## src/rtl/yasac_uart_tx_pkg.sv

```systemverilog
// Shared definitions for the YASAC port-mapped UART transmitter:
// FSM state encodings and control/status bit positions.
package yasac_uart_tx_pkg;

    typedef enum logic [1:0] {
        IDLE  = 2'd0,
        START = 2'd1,
        DATA  = 2'd2,
        STOP  = 2'd3
    } tx_state_t;

    localparam int CTRL_SEND = 0;
    localparam int CTRL_CLR  = 1;
    localparam int ST_BUSY   = 0;
    localparam int ST_OVR    = 1;

endpackage

```

## src/rtl/yasac_uart_tx_baud_tick.sv

```systemverilog
// Bit-period divider: counts 0..DIVISOR-1 and wraps, flagging the last
// cycle of each period; a restart pulls the count back to zero.
module yasac_baud_tick #(
    parameter int DIVISOR = 434
) (
    input  logic clk,
    input  logic reset,
    input  logic restart,
    output logic tick
);

    localparam int CNT_W = $clog2(DIVISOR);
    localparam logic [CNT_W-1:0] LAST = CNT_W'(DIVISOR - 1);

    logic [CNT_W-1:0] cnt;

    always_ff @(posedge clk or negedge reset) begin
        if (!reset) begin
            cnt <= '0;
        end else if (restart || cnt == LAST) begin
            cnt <= '0;
        end else begin
            cnt <= cnt + 1'b1;
        end
    end

    // The tick marks the final cycle of a bit period, so transitions happen on the wrap edge.
    assign tick = (cnt == LAST);

endmodule

```

## src/rtl/yasac_uart_tx.sv

```systemverilog
// 8N1 UART transmitter driven from YASAC output ports, with a polled
// status word {overrun, busy} for a YASAC input port.
module yasac_uart_tx
    import yasac_uart_tx_pkg::*;
#(
    parameter int DIVISOR = 434
) (
    input  logic       clk,
    input  logic       reset,
    input  logic [7:0] data_in,
    input  logic [7:0] ctrl,
    output logic [7:0] status,
    output logic       tx,
    output logic       tx_done
);

    tx_state_t  state;
    logic [7:0] shreg;
    logic [2:0] bit_idx;
    logic       busy;
    logic       overrun;
    logic       prev_send;
    logic       tick;
    logic       send_req;
    logic       accept;
    logic       unused_ctrl;

    assign unused_ctrl = ^ctrl[7:2];
    assign send_req    = ctrl[CTRL_SEND] & ~prev_send;
    assign accept      = send_req && (state == IDLE);

    yasac_baud_tick #(
        .DIVISOR(DIVISOR)
    ) u_baud (
        .clk    (clk),
        .reset  (reset),
        .restart(accept),
        .tick   (tick)
    );

    // prev_send resets high so a send bit held through reset is not seen as an edge.
    always_ff @(posedge clk or negedge reset) begin
        if (!reset) begin
            state     <= IDLE;
            shreg     <= '0;
            bit_idx   <= '0;
            tx        <= 1'b1;
            busy      <= 1'b0;
            overrun   <= 1'b0;
            tx_done   <= 1'b0;
            prev_send <= 1'b1;
        end else begin
            prev_send <= ctrl[CTRL_SEND];
            tx_done   <= 1'b0;

            if (send_req && state != IDLE) begin
                overrun <= 1'b1;
            end else if (ctrl[CTRL_CLR]) begin
                overrun <= 1'b0;
            end

            case (state)
                IDLE: begin
                    if (send_req) begin
                        shreg <= data_in;
                        state <= START;
                        tx    <= 1'b0;
                        busy  <= 1'b1;
                    end
                end
                START: begin
                    if (tick) begin
                        state   <= DATA;
                        bit_idx <= '0;
                        tx      <= shreg[0];
                    end
                end
                DATA: begin
                    if (tick) begin
                        if (bit_idx == 3'd7) begin
                            state <= STOP;
                            tx    <= 1'b1;
                        end else begin
                            bit_idx <= bit_idx + 3'd1;
                            shreg   <= {1'b0, shreg[7:1]};
                            tx      <= shreg[1];
                        end
                    end
                end
                STOP: begin
                    if (tick) begin
                        state   <= IDLE;
                        busy    <= 1'b0;
                        tx_done <= 1'b1;
                    end
                end
                default: begin
                    state <= IDLE;
                    tx    <= 1'b1;
                    busy  <= 1'b0;
                end
            endcase
        end
    end

    always_comb begin
        status          = 8'h00;
        status[ST_BUSY] = busy;
        status[ST_OVR]  = overrun;
    end

endmodule

```

## config.mk

```make
export PLATFORM = sky130hd
export DESIGN_NAME = yasac_uart_tx
export DESIGN_NICKNAME = d
export VERILOG_FILES = /design/src/rtl/yasac_uart_tx_pkg.sv /design/src/rtl/yasac_uart_tx_baud_tick.sv /design/src/rtl/yasac_uart_tx.sv
export SDC_FILE = /design/constraint.sdc
export NUM_CORES = 1
export LEC_CHECK = 0
export BUFFER_PORTS_ARGS = -buffer_cell sky130_fd_sc_hd__buf_2
export CAP_MARGIN = 20
export CELL_PAD_IN_SITES_DETAIL_PLACEMENT = 1
export CELL_PAD_IN_SITES_GLOBAL_PLACEMENT = 2
export CORE_UTILIZATION = 35
export CTS_CLUSTER_DIAMETER = 80
export DETAILED_ROUTE_END_ITERATION = 8
export PLACE_DENSITY = 0.83
export SYNTH_ARGS = -nofsm -noshare
export SYNTH_HDL_FRONTEND = slang
export SYNTH_SLANG_ARGS = --single-unit
```

## constraint.sdc

```tcl
create_clock -name clk -period 1.9 [get_ports clk]
set_clock_uncertainty 0.05 [all_clocks]
set_input_delay 0.57 -clock clk [delete_from_list [all_inputs] [get_ports clk]]
set_output_delay 0.57 -clock clk [all_outputs]
set_load 0.005 [all_outputs]
```

# Yosys cells after proc, flatten, opt, wreduce, memory -nomap -nowiden
# Cells that the tools add are included.
[word_totals]
output_inout_bits = 10
regBits = 27
input_bits = 18
elab_cells = 66
[classes]
n_addsub = 2
n_mux = 27
n_reduce_logical = 15
eq_ne = 11
bitwise = 2
[op_table]
columns = ["operator", "n"]
rows = [
  ["two-way mux 8 bit", 3],
  ["one-hot mux 8 bit (2 select lines)", 1],
  ["inequality test 2 bit, second input constant", 6],
  ["AND reduction 4 bit", 3],
  ["two-way mux 1 bit", 10],
  ["two-way mux 2 bit", 5],
  ["nonzero test 2 bit", 5],
  ["adder 9 x 1 -> 9 bit, second input constant", 1],
  ["equality test 9 bit, second input constant", 1],
  ["two-way mux 3 bit", 3],
  ["two-way mux 9 bit", 1],
  ["one-hot mux 2 bit (4 select lines)", 1],
  ["one-hot mux 3 bit (2 select lines)", 1],
  ["AND reduction 5 bit", 1],
  ["equality test 2 bit, second input constant", 2],
  ["adder 3 x 1 -> 3 bit, second input constant", 1],
  ["equality test 3 bit, second input constant", 1],
  ["one-hot mux 1 bit (3 select lines)", 1],
  ["AND reduction 3 bit", 1],
  ["nonzero test 3 bit", 1],
  ["equality test 2 x 1 -> 1 bit, second input constant", 1],
  ["logical AND 1 bit", 2],
  ["logical NOT 2 bit", 1],
  ["one-hot mux 1 bit (2 select lines)", 1],
  ["other kinds (3)", 3],
]

# Logic depth before layout (Yosys ltp)
# Gate-level depths: netlist of run 1.
[depth]
depth_word = 5
ltp_mapped = 7

# Cells and area by module
# From an unflattened synthesis of run 1, not the netlist that was laid out.
[hier_totals]
hier_cells = 134
area_unflattened_um2 = 1589.0
[by_module_without_submodules]
columns = ["module", "n_inst", "cells_each", "seq_area_each_um2", "area_each_um2"]
rows = [
  ["yasac_uart_tx", 1, 86, 452.9, 1103.6],
  ["yasac_baud_tick", 1, 48, 225.2, 485.5],
]

# Worst setup path before layout of run 1
# OpenSTA, ideal clock, no wires.
[synth_path]
kind = "flip-flop to flip-flop"
from = "register state[0]"
to = "register shreg[0]"
path_stages_with_launch = 8
path_buffers = 2
t_required_ns = 1.725
synth_period_minus_slack_ns = 1.742
arrival_time_ns = 1.567
setup_slack_ns = 0.158
setup_ns = 0.125
path_cell_list = "dfrtp_1 > inv_1 > ha_1 > buf_2 > nor3_1 > a41o_1 > buf_6 > mux2_4"
[synth_between]
elab_chain_len = 3
[synth_rtl]
columns = ["element", "line", "rtl"]
rows = [
  ["from (decl)", "yasac_uart_tx.sv:17", "tx_state_t state;"],
  ["from (signal assigned)", "yasac_uart_tx.sv:44", "state <= IDLE;"],
  ["from (signal assigned)", "yasac_uart_tx.sv:66", "state <= START;"],
  ["from (signal assigned)", "yasac_uart_tx.sv:73", "state <= DATA;"],
  ["equality test 2 bit or logical NOT 2 bit (tied branches)", "yasac_uart_tx.sv:62", "case (state)"],
  ["inequality test 2 bit (no source line) or nonzero test 2 bit (tied branches)", "--", ""],
  ["AND reduction 4 bit (no source line)", "--", ""],
  ["to (signal assigned)", "yasac_uart_tx.sv:65", "shreg <= data_in;"],
  ["to (signal assigned)", "yasac_uart_tx.sv:85", "shreg <= {1'b0, shreg[7:1]};"],
  ["to (decl)", "yasac_uart_tx.sv:18", "logic [7:0] shreg;"],
]
# Parallel ways exist; a longest one is shown, timed or not.
# A chain may end at the register's enable or synchronous reset.

# Final worst setup path of run 1
[layout_path]
from = "register state[1]"
to = "register state[1]"
[layout_between]
elab_chain_len = 3
[layout_rtl]
columns = ["element", "line"]
rows = [
  ["equality test 2 bit (tied with other cells)", "yasac_uart_tx.sv:62"],
  ["inequality test 2 bit (no source line)", "--"],
  ["AND reduction 5 bit (no source line)", "--"],
]
# Parallel ways exist; a longest one is shown, timed or not.

==> results by group, run 1 <==
Setup path
  • Worst Path Max Fanout: 4
  • Crit start category: flop
  • Critical Path Max Stage Delay: between 0.4 and 0.5 ns
  • Setup Crit Path Kind: reg -> reg
  • Bufs and invs on worst path: 2
  • Data arrival, critical path: 1.93 ns
  • Critical path, cell by cell: inv_1 -> buf_4 -> ha_1 -> o22ai_1 -> a32oi_1 -> mux2_2
  • Cell family with most CP delay: flip-flops
  • Crit. End Element: flop
  • R2R cell count: 6
  • Max stage delay cell, worst path: dfrtp_1
  • Worst endpoint required time: 2.02 ns
  • RR Endpoint: state[1]
  • Worst r2r src: state[1]
  • R2R setup slack: approximately 0.099 ns

Worst hold path
  • Hold Path Class: in -> async

Clock network
  • H-tree levels: 1
  • Number of buffers on the longest clock path: 2
  • Clock Sinks: 27
  • CTS buffer count: 3
  • CTS tree: done
  • Worst-path clk slew: about 0.1 ns
  • Worst skew pair latency: 0.28 ns
  • Clock Tree Root: clkbuf_8

Synthesis
  • YS warnings: 0
  • Post-synthesis instance total: between 100 and 150
  • Synth Area in XOR/XNOR: 2.83%
  • Primary FF master, synth: dfrtp_1
  • Post-synthesis sequential area ratio: a little over two fifths
  • Area share of fa/ha/maj cells after synthesis: 7.29%
  • Main combinational cell family by area after synthesis: multiplexers
  • Seq cells post-synth: 27
  • Synthesized area: roughly 0.0015 mm²
  • Post-synthesis compound-gate area fraction: 10.4%
  • Syn avg cell area: 11.2 µm²
  • Fraction of registers with async set/reset: 100%
  • Post-Synth Simple-Gate Area: a little over an eighth
  • Post-synth EDFFs: 0
  • Post-synthesis mux area share: 14.1%
  • Synth unique cells: 33

Die
  • Io pins: 28
  • FP Rows: 23
  • Full die area: 0.00468 mm²
  • Initial Utilization: 37.5%
  • Die height: 68.4 µm
  • Core area: 0.00412 mm²
  • Die width: about 68 µm

Detailed routing
  • M1 wire length: 1.41 mm
  • Met2 wire length: 1.69 mm
  • DR top layer: met4
  • DR iter-0 viols: 28
  • Via Count: 1083
  • Drt total wl: about 3.3 mm
  • Drt pass-1 iters: 4
  • Via density: 5.04
  • Per-cell routed wire length: approximately 15 µm
  • # DRC: 0
  • DRT antenna net count: 0
  • Met3 WL: 89 µm

Timing
  • Setup violations, final: 0
  • Fin. max-slew vios: 0
  • RSZ-0062 raised after global routing: false
  • Worst Tran Pin Value: 0.628 ns
  • Slew Limit Headroom: 58.2%
  • Fmax: 555 MHz
  • Hold Violations, Final: 0
  • Fin crit period: 1.80 ns
  • Tcrit/Tclk final: ~95%

Global routing
  • First-pass GRT wire length: 5.39 mm
  • Total Routing Usage GR: 15.9%
  • Largest net degree at the start of global routing: 28
  • Total grt overflow: 0
  • Vias in the first global route: 1180
  • Initial antenna violation count: 0

Layout
  • Final core occ: 43.7%
  • Fin nets: 193
  • Area growth from synthesis to layout: 16.4%
  • Fillers: 465
  • Layout cells sized above 1: between 30% and 40%
  • Antenna cells: 0
  • Design area: 0.00180 mm²
  • Most common cell after layout, fill and taps aside: dfrtp_1
  • Leading cell types in the layout, fill and taps excluded: dfrtp_1 (25), buf_2 (15), buf_4 (15)

Power
  • NetSw: 0.811 mW
  • Gate power share: 46.1%
  • Internal: 1.48 mW
  • Pwr Density: around 1300 mW/mm²
  • Worst VDD drop: 0.443 mV
  • Clock share of power: 14.7%
  • Leakage power total: between 0.8 and 0.9 nW
  • Switching share of power: 35.3%
  • Seq pwr share: 39.2%

Placement
  • Placed cell area: 0.00173 mm²
  • PortBufs: 15
  • Post-detail-place hpwl: 2.49 mm
  • GPL Wtd Cong: approximately 0.75

Job
  • Max Cap Viol: 0

Outcome
  • Outcome: complete, no violations
metrics by stage:
step	cells	setup TNS (ns)	setup WS [ns]	hold WS, ns	total power [mW]
global placement	211	-0.367	-0.0536	0.441	1.86
global route	215	0	0.00122	0.290	2.48
CTS	215	0	0.0299	0.262	2.31
finish	215	0	0.0988	0.245	2.30
floorplan	143	0	0.158	0.224	1.61
detailed placement	211	-0.649	-0.0997	0.444	1.96
registers in the layout, indices dropped and copies added (netlist names):
name        cells
state           2
tx_done         1
tx              1
u_baud.cnt      9
bit_idx         3
prev_send       1
busy            1
shreg           8
overrun         1
area by class of cell:
| type | count | area (µm²) | share of cell area [%] |
|---|---|---|---|
| clock inverters | 1 | 7.51 | 0.417 |
| well taps | 50 | 62.6 | 3.48 |
| clock buffers | 3 | 41.3 | 2.29 |
| multi-input cells | 94 | 785 | 43.6 |
| repair buffers | 30 | 188 | 10.4 |
| inverters | 10 | 37.5 | 2.09 |
| flip-flops and latches | 27 | 678 | 37.7 |
timing repair:
item                                    4_1_cts  5_1_grt
hold buffers                                  0        0
endpoints found under the setup margin        7       16
setup buffers                                 0        0
gates resized for setup                       1        3
worst register-to-register path, cell delays in order, from the launching register on:
cell	delay (ns)
dfrtp_1	0.43
inv_1	0.09
buf_4	0.12
ha_1	0.23
o22ai_1	0.16
a32oi_1	0.25
mux2_2	0.37
worst max path at each step:
stage / from / end / slack (ns) / cells past startpoint
after detailed placement: ctrl[0] / shreg[0] / -0.1 / 5
after CTS: u_baud.cnt[1] / u_baud.cnt[4] / 0.03 / 6
final: state[1] / state[1] / 0.1 / 6
after global routing: state[1] / state[1] / 0.001 / 6
after floorplan: state[0] / shreg[0] / 0.16 / 7
after global placement: ctrl[0] / shreg[5] / -0.05 / 5
cell families (layout without fill, tap and decap cells):
kind of cell	after synthesis	in the layout
mux	17	17
compound gates	25	25
buf+inv	22	44
xor+xnor	5	5
other cells	1	6
simple gates	32	32
fa+ha+maj	9	9
flops	27	27
Yosys cell counts (2+ instances only):
cell type / count / area share (%)
ha_1: 9 / 7.3
buf_2: 3 / 0.97
nor2_1: 10 / 2.4
dfstp_2: 2 / 3.4
inv_1: 10 / 2.4
and2_1: 4 / 1.6
dfrtp_1: 25 / 40
mux2_2: 10 / 7.3
a31o_2: 2 / 1.1
o22ai_1: 4 / 1.6
xnor2_1: 4 / 2.3
nand3_1: 4 / 1.3
nor3_1: 3 / 0.97
o21ai_0: 7 / 2.3
or3_1: 2 / 0.81
a21oi_1: 5 / 1.6
mux2_4: 7 / 6.8
buf_4: 8 / 3.9
nand2_1: 3 / 0.73
a22o_1: 3 / 1.7
metal layers:
| metal | global-route usage (%) | up-vias |
|---|---|---|
| met5 | 0 | - |
| met4 | 7.03 | 0 |
| met3 | 2.33 | 7 |
| met2 | 27.5 | 23 |
| met1 | 19.5 | 537 |
| li1 | - | 516 |
power by group through the flow:
stage	Sequential (mW)	Combinational (mW)	Clock, mW
floorplan	0.889	0.722	0
global route	0.927	1.18	0.373
detailed placement	0.917	1.04	0
finish	0.900	1.06	0.339
global placement	0.897	0.962	0
CTS	0.904	1.06	0.353
Power figures use the tool's default switching activity.
==> inputs of run 2 (changes only) <==
- CORE_MARGIN: not set -> 2
==> run 2 against run 1 <==
  * Design area fell by 1.7%
  * Clock power shrank 2%
  * Sequential share of layout area rose by 0.67 points
  * Routed wire length down 4.2%
  * Power down 2.1%
  * Largest cell class unchanged
  * Highest routed layer unchanged
==> results by group, run 2 (same netlist as run 1, synthesis figures left out) <==
Timing
  • Tcrit/Tclk final: 95.3% (+0.47 points)
  • Fmax: 552 MHz (-0.49%)
  • RSZ-0062 raised after global routing: false
  • Fin. max-slew vios: 0 (unchanged)
  • Final hold slack: 0.237 ns (-0.00822 ns)
  • Hold Violations, Final: 0 (unchanged)
  • Slew Limit Headroom: 60.2% (+2.0 points)
  • Setup total negative slack: 0 ns (unchanged)
  • Setup violations, final: 0 (unchanged)
  • Worst Tran Pin Value: 0.597 ns (-0.0305 ns)
  • Fin crit period: 1.81 ns (+0.00891 ns)

Global routing
  • First-pass GRT wire length: 5.47 mm (+1.5%)
  • Total Routing Usage GR: 13.9% (-2.0 points)
  • Total grt overflow: 0 (unchanged)
  • Initial antenna violation count: 0 (unchanged)
  • GR Util met2: 24.0% (-3.4 points)
  • Vias in the first global route: 1178 (-0.17%)
  • Met1 Usage GRT: 17.4% (-2.1 points)
  • Met3 usage: 1.88% (-0.46 points)
  • Grt peak-use layer: met2
  • Largest net degree at the start of global routing: 28 (unchanged)

Setup path
  • Worst Path Max Fanout: 8 (+4)
  • Worst Setup SP: state[1]
  • R2R cell count: 7 (+1)
  • Critical path capture point: shreg[2]
  • Worst r2r src: state[1]
  • Data arrival, critical path: 1.93 ns (about the same)
  • R2R setup slack: 0.09 ns (about the same)
  • Setup Crit Path Kind: reg -> reg
  • Crit. End Element: flop
  • Worst endpoint required time: 2.02 ns (about the same)
  • Crit start category: flop
  • RR Endpoint: shreg[2]

Detailed routing
  • Via Count: 1049 (-3.1%)
  • Drt total wl: 3.12 mm (-4.2%)
  • Via density: 4.95 (-1.8%)
  • DRT antenna net count: 0 (unchanged)
  • # DRC: 0 (unchanged)
  • Drt pass-1 iters: 4 (unchanged)
  • DR iter-0 viols: 20 (-29%)
  • Per-cell routed wire length: 14.7 µm (-2.8%)

Power
  • Leakage power total: 0.838 nW (-2.0%)
  • Tot Pwr: 2.25 mW (-2.1%)
  • Worst VDD drop: 0.475 mV (+7.2%)
  • Pwr Density: 1270 mW/mm² (-0.37%)
  • Gate power share: 44.4% (-1.7 points)
  • Switching share of power: 34.8% (-0.55 points)
  • NetSw: 0.782 mW (-3.6%)
  • Clock share of power: 14.8% (about the same)
  • Seq pwr share: 40.8% (+1.6 points)
  • Internal: 1.47 mW (-1.3%)

Die
  • FP Rows: 24 (+4.3%)
  • Initial Utilization: 36.0% (-1.6 points)
  • Full die area: 0.00496 mm² (+5.9%)
  • Io pins: 28 (unchanged)
  • Die height: 70.4 µm (+2.9%)
  • Die width: 70.4 µm (+2.9%)
  • Core area: 0.00429 mm² (+4.3%)

Layout
  • Final core occ: 41.2% (-2.6 points)
  • Most common cell after layout, fill and taps aside: dfrtp_1
  • Fin nets: 188 (-2.6%)
  • Max reg flops: 9 (unchanged)
  • Largest Register: u_baud.cnt
  • Leading cell types in the layout, fill and taps excluded: dfrtp_1 (25), buf_2 (15), inv_1 (10), nor2_1 (10), mux2_2 (10)
  • Final std cells w/o fill: 212 (-1.4%)
  • Layout cells sized above 1: 35.6% (-1.3 points)
  • Antenna cells: 0 (unchanged)
  • Area growth from synthesis to layout: 14.4%
  • Largest registers: u_baud.cnt x9, shreg x8, bit_idx x3

Clock network
  • Setup bufs post-CTS: 0 (unchanged)
  • Worst skew pair latency: 0.27 ns (about the same)
  • CTS buffer count: 3 (unchanged)
  • H-tree levels: 1 (unchanged)
  • Number of buffers on the longest clock path: 2 (unchanged)
  • Worst-path clk slew: 0.09 ns (about the same)
  • Clock Tree Root: clkbuf_8
  • Clock Sinks: 27 (unchanged)
  • Hold buffer count at CTS: 0 (unchanged)
  • CTS tree: done

Placement
  • Placed cells: 208 (-1.4%)
  • Post-detail-place hpwl: 2.43 mm (-2.4%)
  • PortBufs: 15 (unchanged)
  • GPL Wtd Cong: 0.779 (+4.3%)

Job
  • Max Cap Viol: 0 (unchanged)

Outcome
  • Outcome: complete, no violations

Worst hold path
  • Hold Path Class: in -> async
==> run 2: changes by cell type in the layout (fill, tap and decap cells not counted), sizes merged <==
cell and delta:
buf -5, clkinv +1, clkinvlp -1
==> run 2: what timing repair did <==
action,CTS,global route
endpoints found under the setup margin,7,7
pin swaps,0,2
resized for setup,1,4
==> run 2: stage by stage <==
step | setup WS [ns] | instance area (µm²)
2_1_floorplan | 0.158 | 1560
3_3_place_gp | 0.0166 | 1710
3_5_place_dp | -0.0241 | 1710
4_1_cts | 0.0216 | 1760
5_1_grt | 0.00739 | 1770
6_report | 0.0899 | 1770
==> run 2: worst min-delay path by stage <==
stage                   from          to  slack (ns)  cells after the start
floorplan              reset  bit_idx[0]        0.22                      0
global placement    shreg[5]    shreg[5]        0.44                      1
detailed placement  shreg[6]    shreg[6]        0.44                      1
CTS                    reset     overrun        0.26                      1
global route           reset     overrun        0.29                      1
finish                 reset     tx_done        0.24                      1
==> run 2: power by group through the flow <==
stage,clock (mW),combinational (mW),sequential [mW]
6_report,0.332,0.999,0.917
5_1_grt,0.377,1.10,0.947
4_1_cts,0.344,0.988,0.918
3_5_place_dp,0,0.974,0.930
3_3_place_gp,0,0.915,0.912
2_1_floorplan,0,0.722,0.889
==> run 2: layout make-up <==
class                   instances  area (µm²)
fillers                       475        2530
multi-input cells              94         774
flip-flops and latches         27         678
repair buffers                 25         166
well taps                      52        65.1
clock buffers                   3        41.3
inverters                      10        37.5
clock inverters                 1        5.00
==> run 2: per-layer routing <==
layer | vias to the layer above | share of wire [%]
met5 | - | 0
met2 | 18 | 51
met3 | 2 | 2.6
li1 | 508 | -
met1 | 521 | 46
met4 | 0 | 0.67
==> run 2: worst max-delay path: stages, from the launching register on <==
cell and delay [ns]:
dfrtp_1 0.43, inv_1 0.13, ha_2 0.21, inv_1 0.07
nor3_2 0.18, a41o_1 0.19, buf_12 0.15, mux2_4 0.30
